`config.mk`:
```
export PLATFORM = sky130hd
export DESIGN_NAME = coco_bus_phase
export DESIGN_NICKNAME = d
export VERILOG_FILES = /design/src/rtl/coco_bus_phase_pkg.sv /design/src/rtl/coco_bus_phase_sync_edge.sv /design/src/rtl/coco_bus_phase.sv
export SDC_FILE = /design/constraint.sdc
export NUM_CORES = 1
export LEC_CHECK = 0
export ABC_CLOCK_PERIOD_IN_PS = 2700
export BUFFER_PORTS_ARGS = -buffer_cell sky130_fd_sc_hd__buf_2
export CAP_MARGIN = 5
export CORE_ASPECT_RATIO = 0.5
export CORE_MARGIN = 2
export CORE_UTILIZATION = 45
export DETAILED_ROUTE_END_ITERATION = 10
export HOLD_SLACK_MARGIN = 0.1
export PLACE_DENSITY = 0.71
export SYNTH_ARGS = -nofsm -noshare
export SYNTH_HDL_FRONTEND = slang
export SYNTH_SLANG_ARGS = --single-unit
```
`constraint.sdc`:
```
create_clock -name clock -period 2.7 [get_ports clock]
set_input_delay 0.135 -clock clock [delete_from_list [all_inputs] [get_ports clock]]
set_output_delay 0.135 -clock clock [all_outputs]
set_load 0.01 [all_outputs]
```
`src/rtl/coco_bus_phase_pkg.sv`:
```
// Shared definitions for the CoCo bus front end and the DMA/register engine.
package coco_bus_phase_pkg;

  // Bus phase encodings, named after which of E/Q is high.
  typedef enum logic [1:0] {
    IDLE_LO = 2'd0,
    Q_HI    = 2'd1,
    EQ_HI   = 2'd2,
    E_HI    = 2'd3
  } phase_t;

  localparam logic [11:0] BASE_ADDR_DEF = 12'hFF6;

  // Register indices inside the FF6x window, shared with the DMA engine.
  localparam logic [3:0] REG_CTRL   = 4'h0;
  localparam logic [3:0] REG_STATUS = 4'h1;
  localparam logic [3:0] REG_SRC_HI = 4'h2;
  localparam logic [3:0] REG_SRC_LO = 4'h3;
  localparam logic [3:0] REG_DST_HI = 4'h4;
  localparam logic [3:0] REG_DST_LO = 4'h5;
  localparam logic [3:0] REG_LEN_HI = 4'h6;
  localparam logic [3:0] REG_LEN_LO = 4'h7;
  localparam logic [3:0] REG_MODE   = 4'h8;
  localparam logic [3:0] REG_DATA   = 4'h9;
  localparam logic [3:0] REG_IRQ    = 4'hA;

  // Phase that a synchronised {e,q} pair encodes.
  function automatic phase_t pair2phase(input logic [1:0] eq);
    case (eq)
      2'b00:   return IDLE_LO;
      2'b01:   return Q_HI;
      2'b11:   return EQ_HI;
      default: return E_HI;
    endcase
  endfunction

  // Legal successor in the quadrature sequence.
  function automatic phase_t phase_succ(input phase_t p);
    case (p)
      IDLE_LO: return Q_HI;
      Q_HI:    return EQ_HI;
      EQ_HI:   return E_HI;
      default: return IDLE_LO;
    endcase
  endfunction

endpackage

```
`src/rtl/coco_bus_phase_sync_edge.sv`:
```
// N-stage synchroniser with registered one-clock rise/fall strobes.
module coco_bus_phase_sync_edge #(
  parameter int STAGES = 2
) (
  input  logic i_clock,
  input  logic i_rst_n,
  input  logic i_d,
  output logic o_first,
  output logic o_q,
  output logic o_rise,
  output logic o_fall
);

  logic [STAGES-1:0] r_sync;
  logic              r_dly;
  logic              r_rise;
  logic              r_fall;

  // Shift the pin through the chain; strobes compare last stage with a delay flop.
  always_ff @(posedge i_clock or negedge i_rst_n) begin
    if (!i_rst_n) begin
      r_sync <= '0;
      r_dly  <= 1'b0;
      r_rise <= 1'b0;
      r_fall <= 1'b0;
    end else begin
      r_sync <= {r_sync[STAGES-2:0], i_d};
      r_dly  <= r_sync[STAGES-1];
      r_rise <= r_sync[STAGES-1] & ~r_dly;
      r_fall <= ~r_sync[STAGES-1] & r_dly;
    end
  end

  assign o_first = r_sync[0];
  assign o_q     = r_sync[STAGES-1];
  assign o_rise  = r_rise;
  assign o_fall  = r_fall;

endmodule

```
`src/rtl/coco_bus_phase.sv`:
```
// CoCo cartridge bus front end: E/Q sync, phase tracking, FF6x write capture,
// E period measurement and stall / sequence-error detection.
module coco_bus_phase
  import coco_bus_phase_pkg::*;
#(
  parameter logic [11:0] BASE_ADDR   = BASE_ADDR_DEF,
  parameter int          SYNC_STAGES = 2,
  parameter int          FAST_THRESH = 12,
  parameter int          TIMEOUT     = 255,
  parameter int          CNT_W       = 8
) (
  input  logic             clock,
  input  logic             _reset_cpu,
  input  logic             e_cpu,
  input  logic             q_cpu,
  input  logic             r_w_cpu,
  input  logic [15:0]      address_cpu,
  input  logic [7:0]       data_cpu,
  output logic             e_qual,
  output logic             q_qual,
  output logic             e_rise,
  output logic             e_fall,
  output logic             q_rise,
  output logic             q_fall,
  output logic [1:0]       phase,
  output logic             reg_wr,
  output logic             reg_rd,
  output logic [3:0]       reg_addr,
  output logic [7:0]       reg_wdata,
  output logic             fast_mode,
  output logic [CNT_W-1:0] period,
  output logic             stall,
  output logic             seq_err
);

  localparam int                FILL_W = $clog2(SYNC_STAGES + 2);
  localparam logic [FILL_W-1:0] FILL_N = FILL_W'(SYNC_STAGES + 1);

  logic w_e_first, w_q_first_unused;

  coco_bus_phase_sync_edge #(.STAGES(SYNC_STAGES)) u_sync_e (
    .i_clock(clock), .i_rst_n(_reset_cpu), .i_d(e_cpu),
    .o_first(w_e_first), .o_q(e_qual), .o_rise(e_rise), .o_fall(e_fall)
  );

  coco_bus_phase_sync_edge #(.STAGES(SYNC_STAGES)) u_sync_q (
    .i_clock(clock), .i_rst_n(_reset_cpu), .i_d(q_cpu),
    .o_first(w_q_first_unused), .o_q(q_qual), .o_rise(q_rise), .o_fall(q_fall)
  );

  // ---------------- phase FSM ----------------
  phase_t r_phase, w_phase_nxt, w_tgt;
  logic   r_seq_err, w_seq_err_nxt;
  logic   r_cyc_ok, w_cyc_ok_nxt;
  logic   w_err_evt, r_err_evt;

  // State register; r_err_evt realigns the error event with the edge strobes.
  always_ff @(posedge clock or negedge _reset_cpu) begin
    if (!_reset_cpu) begin
      r_phase   <= IDLE_LO;
      r_seq_err <= 1'b0;
      r_cyc_ok  <= 1'b0;
      r_err_evt <= 1'b0;
    end else begin
      r_phase   <= w_phase_nxt;
      r_seq_err <= w_seq_err_nxt;
      r_cyc_ok  <= w_cyc_ok_nxt;
      r_err_evt <= w_err_evt;
    end
  end

  // Follow the pair; illegal moves resync to the pair and flag an error.
  // r_cyc_ok marks a cycle that started legally from IDLE_LO.
  always_comb begin
    w_tgt         = pair2phase({e_qual, q_qual});
    w_phase_nxt   = r_phase;
    w_seq_err_nxt = r_seq_err;
    w_cyc_ok_nxt  = r_cyc_ok;
    w_err_evt     = 1'b0;
    if (w_tgt != r_phase) begin
      w_phase_nxt = w_tgt;
      if (w_tgt == phase_succ(r_phase)) begin
        if (r_phase == IDLE_LO) begin
          w_cyc_ok_nxt = 1'b1;
        end else if (r_phase == E_HI) begin
          w_cyc_ok_nxt = 1'b0;
          if (r_cyc_ok) w_seq_err_nxt = 1'b0;
        end
      end else begin
        w_err_evt     = 1'b1;
        w_seq_err_nxt = 1'b1;
        w_cyc_ok_nxt  = 1'b0;
      end
    end
  end

  assign phase   = r_phase;
  assign seq_err = r_seq_err;

  // ---------------- write capture ----------------
  logic [15:0]       r_smp_addr, r_sh_addr;
  logic [7:0]        r_smp_data, r_sh_data;
  logic              r_smp_rw, r_sh_rw;
  logic [FILL_W-1:0] r_fill;
  logic              r_low_ok, r_armed, r_err_hi;
  logic              r_reg_wr;
  logic [3:0]        r_reg_addr;
  logic [7:0]        r_reg_wdata;
  logic              w_wr_ok;

  // Bus is sampled on the same edge as E's first stage, so the shadow only
  // takes values that were seen together with E high.
  always_ff @(posedge clock or negedge _reset_cpu) begin
    if (!_reset_cpu) begin
      r_smp_addr <= '0;
      r_smp_data <= '0;
      r_smp_rw   <= 1'b0;
      r_sh_addr  <= '0;
      r_sh_data  <= '0;
      r_sh_rw    <= 1'b0;
    end else begin
      r_smp_addr <= address_cpu;
      r_smp_data <= data_cpu;
      r_smp_rw   <= r_w_cpu;
      if (w_e_first) begin
        r_sh_addr <= r_smp_addr;
        r_sh_data <= r_smp_data;
        r_sh_rw   <= r_smp_rw;
      end
    end
  end

  assign w_wr_ok = r_armed & ~r_sh_rw & (r_sh_addr[15:4] == BASE_ADDR)
                 & ~(r_err_hi | r_err_evt);

  // Arm only on an E rise preceded by a genuine low after the sync chain has
  // refilled, so a reset in mid E-high cannot produce a write.
  always_ff @(posedge clock or negedge _reset_cpu) begin
    if (!_reset_cpu) begin
      r_fill      <= '0;
      r_low_ok    <= 1'b0;
      r_armed     <= 1'b0;
      r_err_hi    <= 1'b0;
      r_reg_wr    <= 1'b0;
      r_reg_addr  <= '0;
      r_reg_wdata <= '0;
    end else begin
      if (r_fill != FILL_N) r_fill <= r_fill + 1'b1;
      else if (!e_qual)     r_low_ok <= 1'b1;
      if (r_err_evt)   r_err_hi <= 1'b1;
      else if (e_rise) r_err_hi <= 1'b0;
      if (e_fall)                  r_armed <= 1'b0;
      else if (e_rise && r_low_ok) r_armed <= 1'b1;
      r_reg_wr <= e_fall & w_wr_ok;
      if (e_fall && w_wr_ok) begin
        r_reg_addr  <= r_sh_addr[3:0];
        r_reg_wdata <= r_sh_data;
      end
    end
  end

  assign reg_wr    = r_reg_wr;
  assign reg_addr  = r_reg_addr;
  assign reg_wdata = r_reg_wdata;
  assign reg_rd    = e_qual & r_w_cpu & (address_cpu[15:4] == BASE_ADDR);

  // ---------------- period / stall ----------------
  logic [CNT_W-1:0] r_pcnt, r_scnt, r_period;
  logic             r_seen_rise, r_fast;

  // Period counter restarts on each E rise; first rise after reset only restarts.
  always_ff @(posedge clock or negedge _reset_cpu) begin
    if (!_reset_cpu) begin
      r_pcnt      <= '0;
      r_period    <= '0;
      r_fast      <= 1'b0;
      r_seen_rise <= 1'b0;
    end else if (e_rise) begin
      r_pcnt      <= CNT_W'(1);
      r_seen_rise <= 1'b1;
      if (r_seen_rise) begin
        r_period <= r_pcnt;
        r_fast   <= (r_pcnt < CNT_W'(FAST_THRESH));
      end
    end else if (r_pcnt != '1) begin
      r_pcnt <= r_pcnt + CNT_W'(1);
    end
  end

  // Stall counter clears on any E edge and saturates otherwise.
  always_ff @(posedge clock or negedge _reset_cpu) begin
    if (!_reset_cpu)            r_scnt <= '0;
    else if (e_rise || e_fall)  r_scnt <= '0;
    else if (r_scnt != '1)      r_scnt <= r_scnt + CNT_W'(1);
  end

  assign period    = r_period;
  assign fast_mode = r_fast;
  assign stall     = (r_scnt >= CNT_W'(TIMEOUT));

endmodule

```
## Yosys cells after proc, flatten, opt, wreduce, memory -nomap -nowiden

Cells that the tools add are included.

- Add/sub/neg operators: 3
- Equal/unequal tests: 16
- Reductions and logical operators: 13
- Bitwise logic cells: 18
- Multiplexer cells: 20
- $lt $le $gt $ge: 2

Operators with widths:

| cell | count |
|---|---|
| 2-to-1 mux 8 bit | 4 |
| == test 12 bit (second input constant) | 2 |
| adder 8 x 1 -> 8 bit (second input constant) | 2 |
| inequality test 8 bit (second input constant) | 2 |
| 2-to-1 mux 1 bit | 13 |
| case mux 2 bit (3 select lines) | 2 |
| AND 1 bit | 10 |
| greater-or-equal comparator 8 bit (second input constant) | 1 |
| < comparator 8 x 4 -> 1 bit (second input constant) | 1 |
| nonzero test 2 bit | 4 |
| inverter 1 bit | 7 |
| == test 2 bit (second input constant) | 3 |
| inequality test 2 bit (second input constant) | 3 |
| AND reduction 2 bit | 3 |
| == test 2 x 1 -> 1 bit (second input constant) | 2 |
| zero test 2 bit | 2 |
| AND reduction 4 bit | 1 |
| inequality test 3 x 1 -> 1 bit (second input constant) | 1 |
| adder 2 x 1 -> 2 bit (second input constant) | 1 |
| == test 2 bit | 1 |
| logical AND 1 bit | 2 |
| 2-to-1 mux 2 bit | 1 |
| inequality test 2 x 1 -> 1 bit (second input constant) | 1 |
| inequality test 2 bit | 1 |
| 2 further kinds | 2 |

- Register bits: 109
- Bits of input ports: 29
- Output and inout port bits: 33

## Depth between registers and ports, before layout

- Depth in word-level cells: 7
- Mapped depth: 6
- Mapped depth without buffers: 6

## Cells and area by module

From an unflattened synthesis, not the netlist that was laid out.

- Cell total of the unflattened synthesis: 293
- Area total of the unflattened synthesis: 4146.5 um2

By module, submodules not included:

| module | area an instance (um2) | cells each | instances | seq. area each (um2) |
|---|---|---|---|---|
| coco_bus_phase | 3866.2 | 279 | 1 | 2477.4 |
| coco_bus_phase_sync_edge | 140.1 | 7 | 2 | 125.1 |

## Worst setup path before layout

Ideal clock, no wire load.

- Path type: flip-flop to flip-flop
- Start: reg r_phase[0] (netlist: phase[0])
- End: reg r_cyc_ok
- Cell stages (with the launch flop): 7
- Arrival: 1639 ps
- Period minus slack after synthesis: 1707 ps
- Setup time: 69 ps
- Buffers on the path: 0
- Slack: 993 ps
- Required time: 2631 ps
- Cell sequence: dfrtp_1 > inv_1 > ha_1 > or3_1 > a211oi_1 > nand3b_1 > nand3_1

- Longest elaborated chain between the ends: 6

RTL lines:

| item | RTL line | source |
|---|---|---|
| start: declaration | coco_bus_phase.sv:52 | `phase_t r_phase, w_phase_nxt, w_tgt;` |
| start signal: assignment | coco_bus_phase.sv:65 | `r_phase <= w_phase_nxt;` |
| == test 2 bit (tied with other cells) | coco_bus_phase_pkg.sv:39 | `case (p)` |
| case mux 2 bit (3 select lines) | coco_bus_phase_pkg.sv:39 |  |
| 2-to-1 mux 2 bit | coco_bus_phase.sv:80 | `if (w_tgt != r_phase) begin` |
| == test 2 bit | coco_bus_phase.sv:82 | `if (w_tgt == phase_succ(r_phase)) begin` |
| inequality test 3 x 1 -> 1 bit (no line) | - |  |
| AND reduction 2 bit (no line) | - |  |
| end signal: assignment | coco_bus_phase.sv:67 | `r_cyc_ok <= w_cyc_ok_nxt;` |
| end: declaration | coco_bus_phase.sv:54 | `logic r_cyc_ok, w_cyc_ok_nxt;` |

Several ways; a longest one is shown, not always the timed one. The select of a mux whose other input is x is not followed.
A chain may end at the register's enable or synchronous reset.

## Worst setup path after layout

- Start: reg r_scnt[0]
- End: out stall

- Longest elaborated chain between the ends: 1

RTL lines:

| item | RTL line | source |
|---|---|---|
| start: declaration | coco_bus_phase.sv:168 | `logic [CNT_W-1:0] r_pcnt, r_scnt, r_period;` |
| start signal: assignment | coco_bus_phase.sv:194 | `else if (r_scnt != '1) r_scnt <= r_scnt + CNT_W'(1);` |
| greater-or-equal comparator 8 bit | coco_bus_phase.sv:199 | `assign stall = (r_scnt >= CNT_W'(TIMEOUT));` |
| end: declaration | coco_bus_phase.sv:32 | `output logic stall,` |

Every way passes these cells.

==> impl_metrics.json <==
{
  "clkLatencyLatePin_ps": 340,
  "synth_cells": 282,
  "cts_tree": "built",
  "grt.overflow.total": 0,
  "final_cells": 500,
  "layout_common_cells": "109 x dfrtp_1, 60 x buf_2, 36 x mux2_2, 28 x dlygate4sd3_1, 18 x nor2_1",
  "drc": 0,
  "dr.pass1.iters": 4,
  "synth_edf_count": 0,
  "p_leak_uw": 0.002454,
  "layout_commonest_cell": "dfrtp_1",
  "hold_viol_final": 0,
  "die_h_um": 71.43,
  "status": "completed",
  "start_util_pct": 46.66,
  "post_cts_buffers": 0,
  "cts_sinks": 109,
  "die_x_um": 138.9,
  "dpl.cell_count": 456,
  "ys_seq_elements": 109,
  "clock_path_buffers": 2,
  "layout.nets": 415,
  "fin_skew_ps": 5.539,
  "antenna_cells": 0,
  "grt_pass1_vias": 2584,
  "yosys_warnings": 0,
  "dieArea_um2": 9917,
  "ys_dominant_reg_cell": "dfrtp_1",
  "core_um2": 8768,
  "yosysUniqueCellTypes": 40,
  "numPortBuffers": 61,
  "path_buf_inv": 1,
  "ys_seq_area_share_pct": 66.67,
  "cpMaxStageDelayCell": "dfrtp_1",
  "worst_slew_pin_slew_ps": 995.7,
  "crit_arrival_ps": 1730,
  "drive_gt1_share_pct": 34.46,
  "timing.hold.ws_ps": 354.4,
  "min_path_type": "reg -> reg",
  "max_freq_mhz": 535.2,
  "slowest_delay_ps": 410,
  "worst-path-max-fanout": 6,
  "multi_input_area_um2": 1304,
  "root_buffer": "clkbuf_16",
  "cap_violations": 0,
  "cp.required_ps": 2570,
  "finalCritPeriodShare_pct": 69.21,
  "ir_drop_v": 0.0003451,
  "grt_pass1_wl_um": 12390,
  "antenna_found_initial": 0,
  "final_util_pct": 58.12,
  "setup_violations": 0,
  "cts_max_level": 3,
  "syn_area_um2": 4091,
  "syn_area_per_cell_um2": 14.51,
  "cp_top_family": "simple AND/OR/NAND/NOR gates",
  "regArea_um2": 2728,
  "crit_path_start_kind": "flop",
  "fin_crit_ps": 1869,
  "rsz0062_at_grt": "no",
  "p_per_area_nw_per_um2": 685.1,
  "ant_nets": 0,
  "slew_headroom_pct": 33.62,
  "dp_hpwl_um": 4869,
  "gp_congestion": 0.8172,
  "wl_per_cell_um": 14.35,
  "fin_setup_tns_ps": 0,
  "routed_wl_um": 7174,
  "synth.net_count": 319,
  "slew_violations": 0,
  "grt_usage_pct": 16.14,
  "path_class": "reg -> out",
  "path_cells": "ha_1, nand4_1, nor2_1, buf_2",
  "worst_setup_path_end_kind": "output pin",
  "drtIter0Drc": 138,
  "nFillCells": 698,
  "viasPerCell": 5.002,
  "clk_pin_slew_ps": 70,
  "grt_max_degree": 82,
  "rows": 24,
  "vias": 2501,
  "synthArstFlopShare_pct": 100.0,
  "io_pins": 62,
  "cts_made_buffers": 9,
  "areaGrowthSynthToFinish_pct": 24.56
}
-- path summary, 6_finish.rpt --
| check | startpoint | end | slack [ps] | cells past startpoint |
|---|---|---|---|---|
| max | r_scnt[0]$_DFFE_PN0P_ | stall | 830 | 4 |
| min | u_sync_q.r_sync[0]$_DFF_PN0_ | u_sync_q.r_sync[1]$_DFF_PN0_ | 350 | 0 |
| max reg2reg | u_sync_e.r_sync[1]$_DFF_PN0_ | r_cyc_ok$_DFFE_PN0P_ | 840 | 5 |
| min reg2reg | u_sync_q.r_sync[0]$_DFF_PN0_ | u_sync_q.r_sync[1]$_DFF_PN0_ | 350 | 0 |
| max in group asynchronous | _reset_cpu | reg_wdata[6]$_DFFE_PN0P_ | 1400 | 3 |
| min in group asynchronous | _reset_cpu | phase[0]$_DFFE_PN0N_ | 480 | 2 |
-- synth_stat cells (3+ instances only) --
master / count / area share (%)
a21oi_1: 3 / 0.37
a31oi_1: 4 / 0.61
and3_1: 4 / 0.61
buf_2: 3 / 0.37
clkbuf_1: 3 / 0.28
dfrtp_1: 109 / 67
ha_1: 8 / 2.4
inv_1: 6 / 0.55
mux2_2: 36 / 9.9
mux2_4: 10 / 3.7
nand2_1: 9 / 0.83
nand3_1: 8 / 0.98
nand4_1: 6 / 0.92
nor2_1: 18 / 1.7
nor3_1: 6 / 0.73
nor4bb_1: 3 / 0.73
o21ai_0: 10 / 1.2
or2_2: 3 / 0.46
xnor2_1: 3 / 0.64
xor2_1: 5 / 1.1
-- per-layer routing --
| metal | vias to the layer above | wire [µm] | GRT usage, % |
|---|---|---|---|
| met5 | - | 0 | 0 |
| met4 | 0 | 90 | 6.285 |
| met3 | 10 | 326 | 5.348 |
| met2 | 44 | 3640 | 27.42 |
| met1 | 1258 | 3117 | 19.60 |
| li1 | 1189 | - | - |
-- registers in the layout, indices dropped and copies added (netlist names), 4 cells and up --
name	cells
r_sh_data	8
r_sh_addr	16
reg_wdata	8
reg_addr	4
r_smp_data	8
r_pcnt	8
period	8
r_smp_addr	16
r_scnt	8
-- cell families after synthesis --
| group | synth area share, % |
|---|---|
| AND/OR/NAND/NOR | 9.694 |
| XOR/XNOR | 1.713 |
| adder cells (fa/ha/maj) | 2.447 |
| AO/OA/AOI/OAI | 3.945 |
| buffers and inverters | 1.468 |
| flip-flops | 66.67 |
| multiplexers | 14.07 |
-- where the power goes --
| part | leakage, µW | switching [µW] | internal [µW] |
|---|---|---|---|
| clock network | 0.000146 | 554 | 677 |
| registers | 0.00133 | 105 | 1780 |
| logic | 0.000977 | 183 | 196 |
-- stage by stage --
stage,worst slack (ps),instance area [µm²],power (µW)
after floorplan,992.7,4091,2100
after global placement,965.2,4531,2233
after CTS,803.7,5096,3553
final,831.5,5096,3492
after global routing,643.2,5096,3668
after detailed placement,853.2,4531,2267
-- area by class of cell --
cell class              count  share of cell area, %
clock buffers              11                  4.959
clock inverters             5                 0.6383
inverters                   6                 0.4419
multi-input cells         160                  25.58
flip-flops and latches    109                  53.52
well taps                 117                  2.873
repair buffers             92                  11.98
-- what timing repair did --
item	CTS	global route
hold buffers	28	0
gates resized for setup	0	0
endpoints found under the hold margin	106	0
Power figures use the tool's default switching activity.
